File: config.mk
export PLATFORM = sky130hd
export DESIGN_NAME = instr_loader
export DESIGN_NICKNAME = d
export VERILOG_FILES = /design/src/rtl/instr_loader.sv
export SDC_FILE = /design/constraint.sdc
export NUM_CORES = 1
export LEC_CHECK = 0
export ABC_CLOCK_PERIOD_IN_PS = 2100
export CAP_MARGIN = 20
export CORE_UTILIZATION = 50
export DETAILED_ROUTE_END_ITERATION = 12
export PLACE_DENSITY = 0.77
export SYNTH_ARGS = -nofsm -noshare
export SYNTH_HDL_FRONTEND = slang
export SYNTH_SLANG_ARGS = --single-unit
File: constraint.sdc
create_clock -name clk -period 2.1 [get_ports clk]
set_clock_uncertainty 0.1 [all_clocks]
set_input_delay 0.63 -clock clk [delete_from_list [all_inputs] [get_ports clk]]
set_output_delay 0.63 -clock clk [all_outputs]
set_load 0.005 [all_outputs]
File: src/rtl/instr_loader.sv
// Boot-time program loader: assembles a little-endian host byte stream into
// 32-bit words, writes them to instruction memory, then releases the core.
//
// state    | meaning
// ---------+---------------------------------------------------------
// S_IDLE   | after reset, waiting for start; core held
// S_LEN_LO | accepting low byte of the word count
// S_LEN_HI | accepting high byte of the word count, then range check
// S_DATA   | accepting the four bytes of the current word
// S_WRITE  | one-cycle memory write of the assembled word
// S_DONE   | load complete; core released
// S_ERR    | word count too large for memory; core held
module instr_loader #(
  parameter int MEM_DEPTH = 512,
  parameter int ADDR_W    = 32
) (
  input  logic              clk,
  input  logic              rst_n,
  input  logic              start,
  input  logic [7:0]        byte_in,
  input  logic              byte_valid,
  output logic              byte_ready,
  output logic              write_en,
  output logic [31:0]       instr_in,
  output logic [ADDR_W-1:0] address,
  output logic              cpu_hold,
  output logic              load_done,
  output logic              load_err
);

  localparam int AW = (MEM_DEPTH > 1) ? $clog2(MEM_DEPTH) : 1;
  localparam logic [16:0] DEPTH_L = 17'(MEM_DEPTH);

  typedef enum logic [2:0] {
    S_IDLE, S_LEN_LO, S_LEN_HI, S_DATA, S_WRITE, S_DONE, S_ERR
  } state_t;

  state_t        state_q, state_d;
  logic [15:0]   len_q, len_d;
  logic [15:0]   wcnt_q, wcnt_d;
  logic [1:0]    bcnt_q, bcnt_d;
  logic [31:0]   word_q, word_d;
  logic [31:0]   instr_in_q, instr_in_d;
  logic [AW-1:0] addr_q, addr_d;
  logic          byte_ready_q, byte_ready_d;
  logic          write_en_q, write_en_d;
  logic          cpu_hold_q, cpu_hold_d;
  logic          load_done_q, load_done_d;
  logic          load_err_q, load_err_d;

  logic          xfer;
  logic [15:0]   full_n;

  assign xfer   = byte_valid & byte_ready_q;
  assign full_n = {byte_in, len_q[7:0]};

  always_comb begin
    state_d    = state_q;
    len_d      = len_q;
    wcnt_d     = wcnt_q;
    bcnt_d     = bcnt_q;
    word_d     = word_q;
    instr_in_d = instr_in_q;
    addr_d     = addr_q;

    case (state_q)
      S_IDLE, S_DONE, S_ERR: begin
        if (start) begin
          state_d = S_LEN_LO;
          addr_d  = '0;
          wcnt_d  = '0;
          bcnt_d  = '0;
        end
      end
      S_LEN_LO: begin
        if (xfer) begin
          len_d[7:0] = byte_in;
          state_d    = S_LEN_HI;
        end
      end
      S_LEN_HI: begin
        if (xfer) begin
          len_d = full_n;
          if (full_n == 16'd0) begin
            state_d = S_DONE;
          end else if ({1'b0, full_n} > DEPTH_L) begin
            state_d = S_ERR;
          end else begin
            state_d = S_DATA;
            bcnt_d  = '0;
          end
        end
      end
      S_DATA: begin
        if (xfer) begin
          word_d[{bcnt_q, 3'b000} +: 8] = byte_in;
          bcnt_d = bcnt_q + 2'd1;
          if (bcnt_q == 2'd3) begin
            // Latch word and address here so both are stable across WRITE
            state_d    = S_WRITE;
            instr_in_d = word_d;
            addr_d     = wcnt_q[AW-1:0];
          end
        end
      end
      S_WRITE: begin
        wcnt_d = wcnt_q + 16'd1;
        if (wcnt_q + 16'd1 == len_q) state_d = S_DONE;
        else                         state_d = S_DATA;
      end
      default: state_d = S_IDLE;
    endcase

    byte_ready_d = (state_d == S_LEN_LO) || (state_d == S_LEN_HI) || (state_d == S_DATA);
    write_en_d   = (state_d == S_WRITE);
    cpu_hold_d   = (state_d != S_DONE);
    load_done_d  = (state_d == S_DONE);
    load_err_d   = (state_d == S_ERR);
  end

  always_ff @(posedge clk or negedge rst_n) begin
    if (!rst_n) begin
      state_q      <= S_IDLE;
      len_q        <= '0;
      wcnt_q       <= '0;
      bcnt_q       <= '0;
      word_q       <= '0;
      instr_in_q   <= '0;
      addr_q       <= '0;
      byte_ready_q <= 1'b0;
      write_en_q   <= 1'b0;
      cpu_hold_q   <= 1'b1;
      load_done_q  <= 1'b0;
      load_err_q   <= 1'b0;
    end else begin
      state_q      <= state_d;
      len_q        <= len_d;
      wcnt_q       <= wcnt_d;
      bcnt_q       <= bcnt_d;
      word_q       <= word_d;
      instr_in_q   <= instr_in_d;
      addr_q       <= addr_d;
      byte_ready_q <= byte_ready_d;
      write_en_q   <= write_en_d;
      cpu_hold_q   <= cpu_hold_d;
      load_done_q  <= load_done_d;
      load_err_q   <= load_err_d;
    end
  end

  assign byte_ready = byte_ready_q;
  assign write_en   = write_en_q;
  assign instr_in   = instr_in_q;
  assign address    = ADDR_W'(addr_q);
  assign cpu_hold   = cpu_hold_q;
  assign load_done  = load_done_q;
  assign load_err   = load_err_q;

endmodule

# Yosys cells after proc, flatten, opt, wreduce, memory -nomap -nowiden

Index checks and enable logic that the tools add are counted.

$add $sub $neg: 3
Order comparisons: 1
Eq/ne operators: 21
Shift operators: 2
Muxes and demuxes: 24
Bitwise gates (word level): 2
Reductions and logical operators: 15

Operator list:

| cell                                                                    | count |
|---|---|
| 32-bit bitwise mux                                                      | 1 |
| 16-bit one-hot mux with 2 select lines                                  | 1 |
| 8-bit by 7-bit variable shift with 32-bit output (first input constant) | 1 |
| 8-bit by 7-bit variable part select with 32-bit output                  | 1 |
| 9-bit two-way mux                                                       | 3 |
| 3-bit two-way mux                                                       | 8 |
| 3-bit equality test (second input constant)                             | 6 |
| 9-bit one-hot mux with 2 select lines                                   | 1 |
| 16-bit by 1-bit adder with 16-bit output (second input constant)        | 1 |
| 16-bit equality test                                                    | 1 |
| 16-bit by 10-bit > comparator with 1-bit output (second input constant) | 1 |
| 16-bit zero test                                                        | 1 |
| 16-bit two-way mux                                                      | 1 |
| 8-bit one-hot mux with 2 select lines                                   | 1 |
| 3-bit one-hot mux with 5 select lines                                   | 1 |
| 3-bit by 2-bit equality test with 1-bit output (second input constant)  | 4 |
| 2-bit != test (second input constant)                                   | 6 |
| 2-bit two-way mux                                                       | 5 |
| 8-bit two-way mux                                                       | 1 |
| 5-bit negation with 7-bit output                                        | 1 |
| 3-bit by 1-bit equality test with 1-bit output (second input constant)  | 2 |
| 2-bit one-hot mux with 3 select lines                                   | 1 |
| 2-bit AND reduction                                                     | 3 |
| 3-bit AND reduction                                                     | 2 |
| 12 further kinds                                                        | 14 |

Flip-flop bits (word level): 115
Bits of input ports: 12
Output and inout port bits: 69
Word-level logic and storage cells: 81

# Longest topological paths before layout

Gate-level depths: netlist of run 1.

Depth after elaboration: 8
Gate-level depth with buffers: 10
Mapped depth without buffers: 7

# Least setup slack after synthesis of run 1

Ideal clock, no wire load.

Kind: input -> register
Start point: input byte_in[6]
End point: register byte_ready_q, in the netlist byte_ready
Setup time: 0.161 ns
Data arrival time: 2.033 ns
Data required time: 1.839 ns
Setup slack: -0.194 ns
Stages on the path: 5
Path buffers: 0
Cell sequence: or4_1 -> or4_1 -> a21oi_1 -> nor2b_1 -> a311oi_1

Word-level cells in the longest chain between the ends: 8
Elaborated cells on any way between the ends: 11
Those cells by class: order compare: 1; eq/ne: 3; mux: 4; reduce/logical: 3

RTL lines:

| element                                                                                                                 | line | RTL |
|---|---|---|
| start: declaration                                                                                                      | 20   | `input logic [7:0] byte_in,` |
| 16-bit by 10-bit > comparator with 1-bit output                                                                         | 86   | `end else if ({1'b0, full_n} > DEPTH_L) begin` |
| 3-bit two-way mux                                                                                                       | 86   |  |
| 3-bit two-way mux *                                                                                                     | 84   | `if (full_n == 16'd0) begin` |
| 3-bit two-way mux *                                                                                                     | 82   | `if (xfer) begin` |
| 3-bit one-hot mux with 5 select lines *                                                                                 | 66   | `case (state_q)` |
| 3-bit by 1-bit equality test with 1-bit output / 3-bit by 2-bit equality test with 1-bit output (equally long branches) | 114  | `byte_ready_d = (state_d == S_LEN_LO) \|\| (state_d == S_LEN_HI) \|\| (state_d == S_DATA);` |
| 1-bit logical OR                                                                                                        | 114  |  |
| 1-bit logical OR *                                                                                                      | 114  |  |
| via byte_ready_d                                                                                                        | 45   | `logic byte_ready_q, byte_ready_d;` |
| end signal: assignment                                                                                                  | 143  | `byte_ready_q <= byte_ready_d;` |
| end: declaration                                                                                                        | 45   |  |

The timed path passes the listed nets; every way through them passes the cells marked *.
A chain may end at the register's enable or synchronous reset.

# Worst setup path in the final report of run 1

Start point: register wcnt_q[1]
End point: register load_done_q, in the netlist load_done

Word-level cells in the longest chain between the ends: 5

RTL lines:

| element                                  | line | RTL |
|---|---|---|
| start: declaration                       | 40   | `logic [15:0] wcnt_q, wcnt_d;` |
| start signal: assignment                 | 138  | `wcnt_q <= wcnt_d;` |
| 16-bit by 1-bit adder with 16-bit output | 108  | `if (wcnt_q + 16'd1 == len_q) state_d = S_DONE;` |
| 16-bit equality test                     | 108  |  |
| 3-bit two-way mux                        | 108  |  |
| 3-bit one-hot mux with 5 select lines    | 66   |  |
| 3-bit equality test                      | 117  | `load_done_d = (state_d == S_DONE);` |
| via load_done_d                          | 48   | `logic load_done_q, load_done_d;` |
| end signal: assignment                   | 146  | `load_done_q <= load_done_d;` |
| end: declaration                         | 48   |  |

The timed path passes the listed nets, and every way through them passes these cells.

==> results.py, run 1 <==
metrics = {
    "setup_path": {
        "crit_required_ns": 2.35,
        "regToRegStartpoint": "wcnt_q[1]",
        "cp_max_fo": 4,
        "crit_path_end_kind": "flop",
        "startpoint": "wcnt_q[1]",
        "path_class": "reg2reg",
        "cp-start-kind": "flop",
        "arrival_ns": 2.56,
    },
    "clock_tree": {
        "cts.htree.levels": 4,
        "cts_tree": "yes",
        "numCtsBuffers": 17,
        "cts_root_buffer": "clkbuf_16",
        "insertion_delay_ns": 0.42,
        "cts_sinks": 115,
        "cts_max_path_buffers": 2,
        "path_clk_slew_ns": 0.05,
    },
    "timing": {
        "period_minus_slack_ns": 2.305,
        "fin_setup_tns_ns": -0.9109,
        "finalSetupViolCount": 7,
        "max_freq_mhz": 433.8,
        "hold_viol": 0,
        "finalHoldWorstSlack_ns": 0.3946,
        "fin_crit_sh_pct": 109.8,
        "worst_slack_ns": -0.2050,
        "final_max_slew_viol_count": 0,
        "grt_setup_unrepaired": "yes",
    },
    "synth": {
        "yosysWarnings": 0,
        "seq_area_frac_synth_pct": 50.14,
        "syn_inst": 584,
        "muxShareOfSynthArea_pct": 3.487,
        "synth_top_family_by_area": "compound AO/OA/AOI/OAI gates",
        "synth-seq-cells": 115,
        "async_flop_share_pct": 100.0,
        "syn_area_um2": 5742,
        "synth.avg_cell_area_um2": 9.832,
        "yosys.area_share.simple_pct": 16.17,
        "synthTopCellsByArea": "dfrtp_1 50%, a21oi_1 6.5%, a22o_1 5.0%, nor2b_1 3.8%, nor2_1 3.3%",
        "synth_edf_count": 0,
        "yosysTopAreaCell": "dfrtp_1",
        "synthAdderAreaFrac_pct": 1.700,
        "synth_top_area_share_pct": 49.68,
        "synth-compound-area-share_pct": 18.54,
        "synth_cell_type_count": 52,
        "synthFlopType": "dfrtp_1",
        "synth-xor-area-share_pct": 3.356,
    },
    "status": {
        "status": "finished, violations left",
        "violations": "setup timing",
    },
    "floorplan": {
        "die_y_um": 109.2,
        "coreArea_um2": 11030,
        "pin_count": 81,
        "initial_core_util_pct": 52.05,
        "dieArea_um2": 11920,
        "rows": 38,
        "die_w_um": 109.2,
    },
    "min_path": {
        "hold_class": "reg2reg",
        "min_from": "word_q[9]",
    },
    "place": {
        "io_buffer_count": 57,
        "place_congestion": 0.9098,
        "placed_area_um2": 6994,
        "dp_hpwl_um": 10360,
    },
    "global_route": {
        "first_global_vias": 5175,
        "grt.total_usage_pct": 29.32,
        "grt_max_degree": 87,
        "gr-total-overflow": 0,
        "antenna_found_initial": 0,
        "grt_pass1_wl_um": 26210,
    },
    "drt": {
        "drt_first_pass_iters": 5,
        "finalWirelength_um": 16850,
        "routed_via_density": 5.912,
        "wl_per_cell_um": 19.32,
        "drt_iter0_markers": 472,
        "ant_nets": 0,
        "vias": 5155,
        "drcViolationCount": 0,
    },
    "final_layout": {
        "nets": 738,
        "post-route-util_pct": 72.28,
        "finalInstanceArea_um2": 7973,
        "antenna_cells": 0,
        "drive_above_1_share_pct": 26.78,
        "syn2layout_area_growth_pct": 38.85,
        "final_common_cell": "dfrtp_1",
        "final_cell_mix": "108 x dfrtp_1, 86 x buf_4, 72 x a21oi_1, 51 x nor2_1, 48 x clkdlybuf4s50_1",
    },
    "power": {
        "p_leak_nw": 3.606,
        "max-vdd-ir-drop_mv": 0.7574,
        "power.density_nw_per_um2": 1278,
    },
    "job": {
        "max-cap-violations": 0,
    },
}
layer usage:
| layer | share of wire [%] | global-route usage (%) |
|---|---|---|
| met1 | 41 | 37.61 |
| met2 | 49 | 47.53 |
| met3 | 6.3 | 6.216 |
| met4 | 3.8 | 13.42 |
| met5 | 0 | 0 |
layout make-up:
| class | instances | area, um2 |
|---|---|---|
| clock buffer | 19 | 442.9 |
| sequential | 115 | 2887 |
| clock inverter | 13 | 206.4 |
| multi-input combinational | 416 | 2850 |
| fill | 708 | 3058 |
| inverter | 18 | 67.56 |
| timing repair buffer | 151 | 1344 |
| tap | 140 | 175.2 |
synthesized netlist by cell type, drive strengths merged (2+ instances only):
master,n
a22o,33
nand4,6
a31o,2
or4,3
clkbuf,27
nand2b,3
mux2i,2
xor2,8
nand2,30
nand3,18
dfrtp,114
buf,30
nor2b,35
o41ai,5
mux2,16
a21oi,74
and2,6
or3,3
inv,18
o31ai,3
o311ai,3
xnor2,14
o21bai,2
o211ai,2
ha,7
a31oi,5
nor4,7
nor2,51
nor3,7
nor4b,3
o21ai,31
o22ai,2
stage by stage:
stage,setup WS [ns],std cells,power [mW]
after floorplan,-0.1514,606,5.009
after global placement,-0.6309,828,6.410
after detailed placement,-0.7918,828,6.579
after CTS,-0.1346,869,9.965
after global routing,-0.3022,872,10.62
final,-0.2050,872,10.19
worst paths after layout:
check | to | slack, ns | cells after the start
hold reg to reg | word_q[9] | 0.39 | 1
setup reg to reg | load_done | -0.20 | 10
hold / removal | word_q[9] | 0.39 | 1
setup / recovery | load_done | -0.20 | 10
max in group asynchronous | cpu_hold | 0.77 | 3
min in group asynchronous | instr_in[14] | 0.46 | 2
power by group:
group | internal [mW] | switching, mW
combinational | 1.87 | 1.78
clock | 2.14 | 1.06
sequential | 2.85 | 0.495
critical path, stage by stage, from the launching register on:
cell and delay [ns]:
dfrtp_2 0.43, nand3_4 0.11, buf_6 0.14, buf_12 0.12, nor4_4 0.20, and4b_1 0.26
nor4_1 0.06, buf_4 0.16, o41ai_4 0.33, buf_4 0.18, o211a_1 0.14
state kept, by name, summed over array words and instances (netlist names):
name	flops
instr_in	32
word_q	32
len_q	16
wcnt_q	16
addr_q	9
state_q	3
bcnt_q	2
byte_ready	1
cpu_hold	1
load_done	1
load_err	1
write_en	1
cell families after synthesis:
logic type               Yosys count
AND/OR/NAND/NOR                  177
AO/OA/AOI/OAI                    168
flip-flops                       115
buffers and inverters             75
XOR/XNOR                          22
multiplexers                      18
adder cells (fa/ha/maj)            8
other                              1
repair_timing:
item | CTS | global route
endpoints found under the hold margin | 4 | 0
pin swaps | 19 | 6
hold buffers | 1 | 0
setup endpoints to repair | 26 | 23
gates cloned | 0 | 0
setup buffers | 8 | 3
resized for setup | 40 | 21
Power figures use the tool's default switching activity.
==> inputs of run 2 (changes only) <==
--- a/config.mk
+++ b/config.mk
@@ -10,6 +10,7 @@
 export CORE_UTILIZATION = 50
 export DETAILED_ROUTE_END_ITERATION = 12
 export PLACE_DENSITY = 0.77
+export SLEW_MARGIN = 20
 export SYNTH_ARGS = -nofsm -noshare
 export SYNTH_HDL_FRONTEND = slang
 export SYNTH_SLANG_ARGS = --single-unit
==> constraint.sdc (replaced) <==
create_clock -name clk -period 2.1 [get_ports clk]
set_clock_uncertainty 0.1 [all_clocks]
set_input_delay 0.63 -clock clk [delete_from_list [all_inputs] [get_ports clk]]
set_output_delay 0.63 -clock clk [all_outputs]
set_load 0.02 [all_outputs]
==> run 2 against run 1 <==
  * The run still ends with setup timing left
  * Register-to-register slack about the same
  * Clock power about the same
  * Final cell count decreased by 0.11%
  * Sequential cell count unchanged
  * Combinational power increased by 5%
  * Non-clock buffer count decreased by 1
  * Count of clock-buffer cells in the layout unchanged
  * Sequential share of layout area increased by 0.10 points
  * Utilization decreased by 0.20 points
  * Routed wire length increased by 0.71%
  * Hold slack improved by 0.0016 ns
  * Largest cell class unchanged
==> results.py, run 2 (synthesized netlist as in run 1, its figures left out) <==
metrics = {
    "status": {
        "status": "finished, violations left",
        "violations": "setup timing",
    },
    "clock_tree": {
        "cts_max_path_buffers": 2,
        "numCtsBuffers": 17,
        "path_clk_slew_ns": 0.06,
        "cts_tree": "yes",
        "insertion_delay_ns": 0.42,
        "cts.htree.levels": 4,
        "cts_root_buffer": "clkbuf_16",
        "cts_sinks": 115,
    },
    "setup_path": {
        "cp_top_family": "simple AND/OR/NAND/NOR gates",
        "crit_path_end_kind": "flop",
        "cp_max_fo": 4,
        "slowest_stage": "dfrtp_2",
        "arrival_ns": 2.55,
        "cpMostUsedCell": "buf_4",
        "reg2reg_slack_ns": -0.20,
        "regToRegStartpoint": "wcnt_q[1]",
        "startpoint": "wcnt_q[1]",
        "cp-start-kind": "flop",
        "crit_buf_inv": 4,
        "r2r_cells": 10,
        "crit_required_ns": 2.36,
        "path_class": "reg2reg",
        "crit_chain": "nand3_4 > buf_6 > buf_12 > nor4_4 > and4b_1 > nor4_1 > buf_4 > o41ai_4 > buf_4 > o211a_1",
        "slowest_delay_ns": 0.43,
        "worst_r2r_endpoint": "load_done",
    },
    "timing": {
        "worst_slack_ns": -0.1987,
        "grt_setup_unrepaired": "yes",
        "final_max_slew_viol_count": 0,
        "period_minus_slack_ns": 2.299,
        "max_freq_mhz": 435.0,
        "fin_setup_tns_ns": -1.013,
        "fin_crit_sh_pct": 109.5,
        "hold_viol": 0,
        "finalSetupViolCount": 6,
    },
    "power": {
        "p_leak_nw": 3.906,
        "max-vdd-ir-drop_mv": 0.7898,
        "power.density_nw_per_um2": 1306,
        "finalPower_mw": 10.39,
    },
    "drt": {
        "drcViolationCount": 0,
        "finalWirelength_um": 16970,
        "drt_first_pass_iters": 5,
        "routed_via_density": 5.953,
        "vias": 5185,
        "drt_iter0_markers": 403,
        "wl_per_cell_um": 19.48,
        "ant_nets": 0,
    },
    "final_layout": {
        "final_common_cell": "dfrtp_1",
        "fill_cells": 723,
        "syn2layout_area_growth_pct": 38.46,
        "nets": 737,
        "final_cell_mix": "108 x dfrtp_1, 85 x buf_4, 72 x a21oi_1, 51 x nor2_1, 39 x dlygate4sd2_1",
        "drive_above_1_share_pct": 26.68,
        "multi_input_area_um2": 2850,
        "post-route-util_pct": 72.07,
        "antenna_cells": 0,
        "seqCellArea_um2": 2887,
    },
    "place": {
        "io_buffer_count": 57,
        "dp_slack_ns": -0.7918,
        "place_congestion": 0.9098,
        "dp_hpwl_um": 10360,
    },
    "floorplan": {
        "coreArea_um2": 11030,
        "rows": 38,
        "initial_core_util_pct": 52.05,
        "die_y_um": 109.2,
        "pin_count": 81,
        "die_w_um": 109.2,
        "dieArea_um2": 11920,
    },
    "global_route": {
        "grt_max_degree": 87,
        "grtUsageMet2_pct": 47.53,
        "top_usage_layer": "met2",
        "first_global_vias": 5158,
        "gr-total-overflow": 0,
        "grt_pass1_wl_um": 26180,
        "grt.total_usage_pct": 29.28,
        "antenna_found_initial": 0,
        "grt.met1_usage_pct": 37.49,
        "use_met3_pct": 6.216,
    },
    "min_path": {
        "hold_class": "reg2reg",
        "min_delay_worst_endpoint": "word_q[3]",
        "min_from": "word_q[3]",
        "hold_depth": 1,
    },
    "job": {
        "max-cap-violations": 0,
    },
}
==> run 2: per-stage QoR <==
step | cells | hold slack [ns] | area (um2)
global placement | 828 | 0.3444 | 6994
global route | 871 | 0.4054 | 7950
finish | 871 | 0.3962 | 7950
CTS | 868 | 0.3950 | 7807
detailed placement | 828 | 0.3472 | 6994
floorplan | 606 | 0.2344 | 5902
==> run 2: timing repair <==
item	CTS	global route
pin swaps	19	5
gates resized for setup	72	31
buffers inserted	7	3
hold buffers	1	0
endpoints found under the hold margin	4	0
endpoints found under the setup margin	57	33
gates cloned	0	0
==> run 2: cell type report <==
class / count / share of cell area (%)
clock buffer: 19 / 5.571
clock inverter: 13 / 2.597
inverter: 18 / 0.8499
multi-input combinational: 416 / 35.85
sequential: 115 / 36.31
tap: 140 / 2.203
timing repair buffer: 150 / 16.62
==> run 2: per-layer routing <==
layer | vias up | part of all wire (%)
li1 | 2292 | -
met1 | 2543 | 41
met2 | 279 | 50
met3 | 71 | 6.1
met4 | 0 | 3.7
met5 | - | 0
==> run 2: power by group <==
part	total, mW	internal [mW]	switching, mW
sequential	3.34	2.85	0.496
clock	3.20	2.13	1.07
combinational	3.84	1.69	2.14
total	10.4	6.68	3.71
==> run 2: worst max-delay path by stage <==
stage                 endpoint  slack [ns]  depth (start not counted)
finish               load_done       -0.20                         10
global route          cpu_hold       -0.30                          7
CTS                  load_done       -0.13                          8
detailed placement  byte_ready       -0.79                          7
global placement    byte_ready       -0.63                          6
floorplan           byte_ready       -0.15                          5
